## config.mk

```make
export PLATFORM = sky130hd
export DESIGN_NAME = generic_ram_loader
export DESIGN_NICKNAME = d
export VERILOG_FILES = /design/src/rtl/generic_ram_loader.sv
export SDC_FILE = /design/constraint.sdc
export NUM_CORES = 1
export LEC_CHECK = 0
export BUFFER_PORTS_ARGS = -buffer_cell sky130_fd_sc_hd__clkbuf_2
export CORE_MARGIN = 2
export CORE_UTILIZATION = 45
export DETAILED_ROUTE_END_ITERATION = 12
export PLACE_DENSITY_LB_ADDON = 0.2
export REMOVE_ABC_BUFFERS = 1
export SLEW_MARGIN = 10
export SYNTH_ARGS = -nofsm -noshare
export SYNTH_HDL_FRONTEND = slang
export SYNTH_SLANG_ARGS = --single-unit
```

## constraint.sdc

```tcl
create_clock -name iClock -period 2.75 [get_ports iClock]
set_clock_uncertainty 0.2 [all_clocks]
set_input_delay 0.825 -clock iClock [delete_from_list [all_inputs] [get_ports iClock]]
set_output_delay 0.825 -clock iClock [all_outputs]
set_load 0.02 [all_outputs]
```

## src/rtl/generic_ram_loader.sv

```systemverilog
`default_nettype none
`timescale 1ns/1ps
// ============================================================================
//  Module   : generic_ram_loader
//  Purpose  : Collects a serial bit stream (LSB of word 0 first) into
//             gDataWidth-bit words and writes them to consecutive memory
//             addresses through a valid/ready write port. A load starts on
//             iStart and ends after gDepth words or on iFlush.
//  Revision : 1.0  initial release
// ----------------------------------------------------------------------------
//  Ports
//    iClock      in   1     clock, rising edge
//    iReset      in   1     asynchronous active-low reset
//    iStart      in   1     one-cycle load request (honoured in IDLE/DONE)
//    iFlush      in   1     end-of-stream, terminates the load early
//    iBitValid   in   1     serial bit present
//    iBit        in   1     serial bit
//    oBitReady   out  1     loader accepts a bit this cycle
//    oWrValid    out  1     memory write request
//    iWrReady    in   1     memory accepts the write
//    oWrAddress  out  AW    current write address
//    oWrData     out  DW    write data (zero outside WRITE)
//    oBusy       out  1     load in progress (COLLECT or WRITE)
//    oDone       out  1     load finished
//    oWordCount  out  AW+1  words written since the last iStart
// ============================================================================
module generic_ram_loader #(
  parameter int gAddressWidth = 6,
  parameter int gDataWidth    = 8,
  parameter int gDepth        = 2**gAddressWidth
) (
  input  logic                     iClock,
  input  logic                     iReset,
  input  logic                     iStart,
  input  logic                     iFlush,
  input  logic                     iBitValid,
  input  logic                     iBit,
  output logic                     oBitReady,
  output logic                     oWrValid,
  input  logic                     iWrReady,
  output logic [gAddressWidth-1:0] oWrAddress,
  output logic [gDataWidth-1:0]    oWrData,
  output logic                     oBusy,
  output logic                     oDone,
  output logic [gAddressWidth:0]   oWordCount
);

  localparam int CNT_W = (gDataWidth > 1) ? $clog2(gDataWidth) : 1;
  localparam logic [CNT_W-1:0]         CNT_LAST  = CNT_W'(gDataWidth - 1);
  localparam logic [gAddressWidth-1:0] ADDR_LAST = gAddressWidth'(gDepth - 1);

  typedef enum logic [1:0] {
    S_IDLE    = 2'd0,
    S_COLLECT = 2'd1,
    S_WRITE   = 2'd2,
    S_DONE    = 2'd3
  } state_t;

  state_t                  state;
  logic [CNT_W-1:0]        bit_cnt;     // next bit position inside the word
  logic [gDataWidth-1:0]   shift_word;  // partially assembled word
  logic                    last_word;   // word being written ends the load

  logic                    bit_take;
  logic                    word_full;
  logic                    have_bits;
  logic [gDataWidth-1:0]   word_merged;

  // The word including any bit accepted this cycle; a flush in the same
  // cycle must see that bit, so the write data comes from here.
  always_comb begin
    bit_take    = iBitValid & oBitReady;
    word_merged = shift_word;
    if (bit_take) begin
      word_merged = shift_word | (gDataWidth'(iBit) << bit_cnt);
    end
    word_full = bit_take && (bit_cnt == CNT_LAST);
    have_bits = bit_take || (bit_cnt != '0);
  end

  always_ff @(posedge iClock or negedge iReset) begin
    if (!iReset) begin
      state      <= S_IDLE;
      bit_cnt    <= '0;
      shift_word <= '0;
      last_word  <= 1'b0;
      oBitReady  <= 1'b0;
      oWrValid   <= 1'b0;
      oWrAddress <= '0;
      oWrData    <= '0;
      oBusy      <= 1'b0;
      oDone      <= 1'b0;
      oWordCount <= '0;
    end else begin
      case (state)
        S_IDLE, S_DONE: begin
          if (iStart) begin
            state      <= S_COLLECT;
            bit_cnt    <= '0;
            shift_word <= '0;
            last_word  <= 1'b0;
            oWrAddress <= '0;
            oWordCount <= '0;
            oBitReady  <= 1'b1;
            oBusy      <= 1'b1;
            oDone      <= 1'b0;
          end
        end

        S_COLLECT: begin
          if (bit_take) begin
            shift_word <= word_merged;
            bit_cnt    <= bit_cnt + CNT_W'(1);
          end
          if (word_full || (iFlush && have_bits)) begin
            // Unfilled upper bits are already zero because the word is
            // cleared whenever a new word starts.
            state     <= S_WRITE;
            last_word <= iFlush;
            oBitReady <= 1'b0;
            oWrValid  <= 1'b1;
            oWrData   <= word_merged;
          end else if (iFlush) begin
            state     <= S_DONE;
            oBitReady <= 1'b0;
            oBusy     <= 1'b0;
            oDone     <= 1'b1;
          end
        end

        S_WRITE: begin
          if (iWrReady) begin
            oWordCount <= oWordCount + {{gAddressWidth{1'b0}}, 1'b1};
            oWrValid   <= 1'b0;
            oWrData    <= '0;
            // The last address is a hard stop; the address never wraps.
            if (last_word || (oWrAddress == ADDR_LAST)) begin
              state <= S_DONE;
              oBusy <= 1'b0;
              oDone <= 1'b1;
            end else begin
              state      <= S_COLLECT;
              oWrAddress <= oWrAddress + gAddressWidth'(1);
              bit_cnt    <= '0;
              shift_word <= '0;
              oBitReady  <= 1'b1;
            end
          end
        end

        default: begin
          state     <= S_IDLE;
          oBitReady <= 1'b0;
          oWrValid  <= 1'b0;
          oWrData   <= '0;
          oBusy     <= 1'b0;
          oDone     <= 1'b0;
        end
      endcase
    end
  end

endmodule
`default_nettype wire

```

## Word-level counts from Yosys, hierarchy flattened

Index checks and enable logic that the tools add are counted.

| storage, ports and cells | value |
|---|---|
| input port bits | 7 |
| bits in registers | 39 |
| output and inout port bits | 25 |
| logic and storage cells | 98 |

| cells by class | value |
|---|---|
| mux-type cells | 48 |
| reductions and logical operators | 19 |
| equality and inequality tests | 14 |
| bitwise logic cells | 2 |
| add/sub/neg operators | 3 |
| shift-type cells | 1 |

Operators by type and width:

| cell | count |
|---|---|
| $mux W8 | 7 |
| $pmux W8 S3 | 1 |
| $mux W6 | 3 |
| $mux W1 | 16 |
| $ne A2 B2 Y1 const B | 8 |
| $pmux W8 S2 | 1 |
| $mux W7 | 2 |
| $pmux W7 S2 | 1 |
| $mux W3 | 4 |
| $pmux W6 S2 | 1 |
| $reduce_and A3 Y1 | 4 |
| $reduce_and A4 Y1 | 3 |
| $mux W2 | 5 |
| $pmux W1 S3 | 3 |
| $pmux W3 S3 | 1 |
| $or A8 B8 Y8 | 1 |
| $shl A1 B3 Y8 | 1 |
| $add A7 B1 Y7 const B | 1 |
| $add A6 B1 Y6 const B | 1 |
| $eq A6 B6 Y1 const B | 1 |
| $pmux W2 S3 | 1 |
| $reduce_bool A2 Y1 | 3 |
| $reduce_and A5 Y1 | 1 |
| $eq A2 B2 Y1 const B | 2 |
| other kinds (11) | 15 |

## Depth between registers and ports, before layout

Gate-level depths: netlist (run 1).

| depth | value |
|---|---|
| word-level depth | 6 |
| depth in mapped cells | 8 |
| depth with buffers taken out | 6 |

## Worst setup path after synthesis (run 1)

OpenSTA, ideal clock, no wires.

| timing | value |
|---|---|
| kind | input to register |
| start point | input port iStart |
| end point | register oWordCount[5] |
| arrival | 1.788 ns |
| path buffers | 1 |
| required time | 2.481 ns |
| setup time | 0.069 ns |
| slack | 0.693 ns |
| stages | 5 |
| cell sequence | nand2b_1 o211ai_1 buf_2 or4_1 nand3_1 |

| between the ends | value |
|---|---|
| cells in the longest elaborated chain, start to end | 2 |

RTL lines:

| item | RTL line | source |
|---|---|---|
| start: declaration | 34 | `input logic iStart,` |
| $ne A2 B2 Y1 (no line) | - |  |
| $reduce_and A3 Y1 (no line) | - |  |
| end signal: assignment | 133 | `oWordCount <= oWordCount + {{gAddressWidth{1'b0}}, 1'b1};` |
| end: declaration | 45 | `output logic [gAddressWidth:0] oWordCount` |

Every way passes these cells.
A chain may end at the register's enable or synchronous reset.

## Worst setup path after layout (run 1)

| timing | value |
|---|---|
| start point | register state[0] |
| end point | register oWordCount[2] |

| between the ends | value |
|---|---|
| cells in the longest elaborated chain, start to end | 4 |
| elaborated cells between the ends (all ways) | 9 |
| those cells by class | eq/ne: 4; mux: 1; reduce/logical: 4 |

RTL lines:

| item | RTL line | source |
|---|---|---|
| start: declaration | 59 | `state_t state;` |
| start signal: assignment | 83 | `state <= S_IDLE;` |
| start signal: assignment | 98 | `state <= S_COLLECT;` |
| start signal: assignment | 118 | `state <= S_WRITE;` |
| $eq A2 B2 Y1 or $logic_not A2 Y1 (tied branches) | 95 | `case (state)` |
| $reduce_or A2 Y1 | 95 |  |
| $ne A2 B2 Y1 (no line) or $reduce_bool A2 Y1 (tied branches) | - |  |
| $reduce_and A3 Y1 (no line) | - |  |

Several ways; a longest one is shown, not always the timed one.

==> reports/results.ini, run 1 <==
[timing]
drv_slew=0
period_share=0.8477
rsz0062_at_grt=no
timing.final.crit_period_ns=2.331
tightestPinTransition_ns=0.7445
hold_viol_final=0
relSlewSlack=0.5015
setup_violations=0
fin_hold_ws_ns=0.2893
fmax_mhz=428.9
tns_ns=0

[yosys]
synth-xor-area-share=0
synthArstFlopShare=1.000
synth_top_family_by_area=compound AO/OA/AOI/OAI gates
yosys_warnings=0
synthMuxAreaShare=0.02748
synth_fa_ha_area_frac=0.04182
synth_edf_count=0
avgSynthCellArea_um2=9.880
synth_cell_type_count=47
synth_compound_area_frac=0.2180
netlist_area_um2=2095
ys.flop_type=dfrtp_1
yosys.area_share.simple=0.2067
ys_seq_area_frac=0.4659
synthCells=212
ys_ff_latch=39

[cells_and_area]
fin_util=0.5473
multi_input_area_um2=1035
nets=259
diodes=0
layout_commonest_cell=dfrtp_1
drive_gt1_frac=0.2154
final_cell_count_no_fill=298
syn2layout_area_growth_pct=15.35
fillers=390
final_cell_mix=dfrtp_1, clkbuf_2, nor2_1
layout.area.seq_um2=975.9

[power]
power_density_nw_per_um2=899.9
p_leak_nw=1.135
power_mw=2.174
ir_drop_mv=0.4875

[detailed_routing]
first_pass_iters=4
vias=1668
wl_mm=4.318
vias_per_cell=5.597
ant_nets=0
drc=0
drtIter0Drc=106
wire_per_inst_um=14.49

[grt]
antenna_found_initial=0
first_global_vias=1560
grt-ovfl-total=0
grt_max_degree=40
grt.total_usage=0.1826
grt_pass1_wl_mm=7.472

[worst_setup_path]
crit_arrival_ns=2.31
crit_type=register to register
cp.required_ns=2.73
crit_fanout=10
worstSetupEndpointType=register
start_kind=register

[clocking]
cts_resized=0
cts_num_sinks=39
cts_tree=yes
hold_buffers=0
numCtsBuffers=5
cts_root_buffer=clkbuf_8
h-tree-depth=2
clock_latency_ns=0.29
postCtsSetupRepairBufs=0
path_clk_slew_ns=0.08
clk_path_buf_depth=2

[hold_path]
hp-class=register to register

[floorplanning]
rows=24
die-area_um2=5216
pin_count=32
die_h_um=72.23
start_util=0.4745
core_area_um2=4414
die_x_um=72.23

[place]
numPortBuffers=31
dp_hpwl_mm=3.085
gp_congestion=0.7594
dp.cells=290

[run_status]
status=finished clean

[run]
maxCapViolations=0

[cell families after synthesis]
group,after synthesis
AO/OA/AOI/OAI,56
adder cells (fa/ha/maj),7
buffers and inverters,19
flip-flops,39
multiplexers,5
AND/OR/NAND/NOR,86
[synthesized netlist by cell type (all sizes together) (2+ instances only)]
library cell | n | area share
and4 | 2 | 0.0096
mux2 | 3 | 0.018
o211ai | 5 | 0.020
inv | 10 | 0.018
dfrtp | 39 | 0.47
o31ai | 2 | 0.0072
or4 | 2 | 0.0072
nor2b | 2 | 0.0060
o41ai | 2 | 0.0084
buf | 8 | 0.020
o2bb2ai | 8 | 0.033
nand2 | 19 | 0.034
a21o | 2 | 0.0072
nor2 | 24 | 0.043
a21oi | 11 | 0.032
o21ai | 3 | 0.0072
nand2b | 12 | 0.036
and3 | 2 | 0.0060
a22o | 6 | 0.025
nor3 | 3 | 0.0072
a22oi | 2 | 0.0072
and2 | 4 | 0.012
nand4 | 2 | 0.0060
mux2i | 2 | 0.0096
a211oi | 4 | 0.014
nand3 | 9 | 0.022
nand4b | 3 | 0.013
ha | 7 | 0.042
[cell type report]
type	instances	area share
flip-flops and latches	39	0.4039
well taps	52	0.02693
repair buffers	35	0.07664
clock inverters	2	0.01450
multi-input cells	154	0.4283
inverters	10	0.01554
clock buffers	6	0.03418
[layer usage]
metal | global-route usage | wire length, um
met1 | 0.2599 | 2187
met2 | 0.2783 | 1912
met3 | 0.04167 | 164
met4 | 0.05660 | 54
met5 | 0 | 0
[flip-flops by register name, indices dropped and copies added, names as in the netlist]
name,cells
bit_cnt,3
shift_word,8
state,2
oWrData,8
oWrValid,1
last_word,1
oDone,1
oBusy,1
oWordCount,7
oWrAddress,6
oBitReady,1
[final timing paths]
kind	cells after the start	slack [ns]	startpoint	endpoint
setup / recovery	6	0.42	state[0]	oWordCount[2]
hold / removal	1	0.29	oWrData[7]	oWrData[7]
setup reg to reg	6	0.42	state[0]	oWordCount[2]
hold reg to reg	1	0.29	oWrData[7]	oWrData[7]
max in group asynchronous	2	1.63	iReset	shift_word[1]
min in group asynchronous	2	0.37	iReset	last_word
[where the power goes]
part           internal [mW]  total, mW  switching [mW]
Sequential             0.667      0.768           0.101
Combinational          0.344      0.915           0.571
Clock                  0.293      0.492           0.198
[worst max-delay path, stage by stage (launching register included)]
cell and delay, ns:
dfrtp_1 0.36, inv_1 0.06, ha_1 0.39, o211ai_1 0.65
buf_4 0.26, o21ai_0 0.10, a22o_1 0.19
[through the flow]
stage | cell area, um2 | setup WS (ns)
finish | 2416 | 0.4187
global route | 2416 | 0.2547
CTS | 2416 | 0.4239
detailed placement | 2298 | 0.3542
global placement | 2298 | 0.3757
floorplan | 2048 | 0.3859
No activity file was read; power rests on OpenSTA's default activity.
==> run 2: changes to the inputs <==
Clock period 2.75 ns to 2.1 ns, I/O delays scaled along.
==> reports/results.ini, run 2 (synthesis gave the netlist of run 1 again) <==
[cells_and_area]
fin_util=0.5822  ; +0.03486
largestRegisters=oWrData x8, shift_word x8, oWordCount x7
layout.area.seq_um2=975.9  ; unchanged
drive_gt1_frac=0.2830  ; +0.06757
nets=278  ; +7.3%
final_cell_mix=dfrtp_1, clkbuf_2, nor2_1
multi_input_area_um2=1062  ; +2.7%
final_cell_count_no_fill=317  ; +6.4%
fillers=383  ; -1.8%
diodes=0  ; unchanged
layout_commonest_cell=dfrtp_1
syn2layout_area_growth_pct=22.70

[run]
maxCapViolations=0  ; unchanged

[floorplanning]
die-area_um2=5216  ; unchanged
start_util=0.4745  ; unchanged
die_h_um=72.23  ; unchanged
pin_count=32  ; unchanged
die_x_um=72.23  ; unchanged
core_area_um2=4414  ; unchanged
rows=24  ; unchanged

[clocking]
hold_buffers=0  ; unchanged
clock_latency_ns=0.29  ; about the same
cts_num_sinks=39  ; unchanged
numCtsBuffers=5  ; unchanged
clk_path_buf_depth=2  ; unchanged
h-tree-depth=2  ; unchanged
cts_tree=yes
cts_root_buffer=clkbuf_8
path_clk_slew_ns=0.09  ; about the same

[grt]
grt.total_usage=0.1899  ; +0.007235
grt_max_degree=24  ; -40%
antenna_found_initial=0  ; unchanged
grt_pass1_wl_mm=7.803  ; +4.4%
first_global_vias=1646  ; +5.5%
grt-ovfl-total=0  ; unchanged

[worst_setup_path]
cp.required_ns=2.10  ; -0.63 ns
crit_arrival_ns=2.00  ; -0.31 ns
worstSetupEndpointType=register
crit_type=register to register
start_kind=register
crit_fanout=3  ; -7

[place]
dp.cells=308  ; +6.2%
dp_hpwl_mm=3.405  ; +10%
gp_congestion=0.8292  ; +9.2%
place_ws_ns=0.05599  ; -0.2982 ns
numPortBuffers=31  ; unchanged

[timing]
timing.final.crit_period_ns=2.000  ; -0.3314 ns
tightestPinTransition_ns=0.4536  ; -0.2909 ns
fmax_mhz=500.0  ; +17%
setup_violations=0  ; unchanged
layout_setup_ws_ns=0.1001  ; -0.3186 ns
hold_viol_final=0  ; unchanged
rsz0062_at_grt=no
relSlewSlack=0.6976  ; +0.1961
drv_slew=0  ; unchanged
period_share=0.9523  ; +0.1046

[detailed_routing]
vias_per_cell=5.533  ; -1.1%
ant_nets=0  ; unchanged
vias=1754  ; +5.2%
drc=0  ; unchanged
wire_per_inst_um=14.34  ; -1.0%
drtIter0Drc=126  ; +19%
first_pass_iters=4  ; unchanged
wl_mm=4.546  ; +5.3%

[power]
power_density_nw_per_um2=1136  ; +26%
p_leak_nw=1.213  ; +6.9%
ir_drop_mv=0.5384  ; +10%

[hold_path]
hp-class=input port to async pin

[run_status]
status=finished clean

[run 2: final cells by class]
type | instances | area share
clock buffer | 5 | 0.02678
sequential | 39 | 0.3797
multi-input combinational | 154 | 0.4133
inverter | 10 | 0.01461
timing repair buffer | 54 | 0.1324
tap | 52 | 0.02532
clock inverter | 3 | 0.007790
[run 2: worst paths after layout]
check | from | end | depth (start not counted) | slack (ns)
min | iReset | oWrAddress[5] | 1 | 0.07
max | bit_cnt[0] | last_word | 6 | 0.10
min in group iClock | oWrData[4] | oWrData[4] | 1 | 0.29
min reg2reg | oWrData[4] | oWrData[4] | 1 | 0.29
max in group asynchronous | iReset | shift_word[4] | 2 | 1.15
max reg2reg | bit_cnt[0] | last_word | 6 | 0.10
[run 2: timing repair]
item,CTS,global route
endpoints found under the setup margin,0,23
setup buffers,0,1
gates resized for setup,0,4
[run 2: report_power, final]
group | switching [mW] | total, mW | leakage [nW] | internal (mW)
registers | 0.101 | 0.974 | 0.529 | 0.873
logic | 0.808 | 1.44 | 0.645 | 0.628
clock network | 0.278 | 0.510 | 0.0402 | 0.231
[run 2: per-layer routing]
layer / part of all wire / track usage
met1: 0.48 / 0.2645
met3: 0.032 / 0.03750
met2: 0.48 / 0.3028
met5: 0 / 0
met4: 0.0073 / 0.05451
[run 2: worst max-delay path: stages (launching register included)]
cell and delay, ns:
dfrtp_1 0.38, ha_1 0.20, ha_1 0.20, o211a_1 0.27
a211o_1 0.30, and2_1 0.18, o221ai_1 0.19
[run 2: metrics by stage]
stage	hold slack (ns)	power (mW)	TNS [ns]	area [um2]
after floorplan	0.1344	1.830	-2.861	2048
after global placement	0.2719	2.328	0	2446
after detailed placement	0.2724	2.354	0	2446
after CTS	0.08048	2.865	0	2535
after global routing	0.1074	3.129	0	2570
final	0.06893	2.920	0	2570
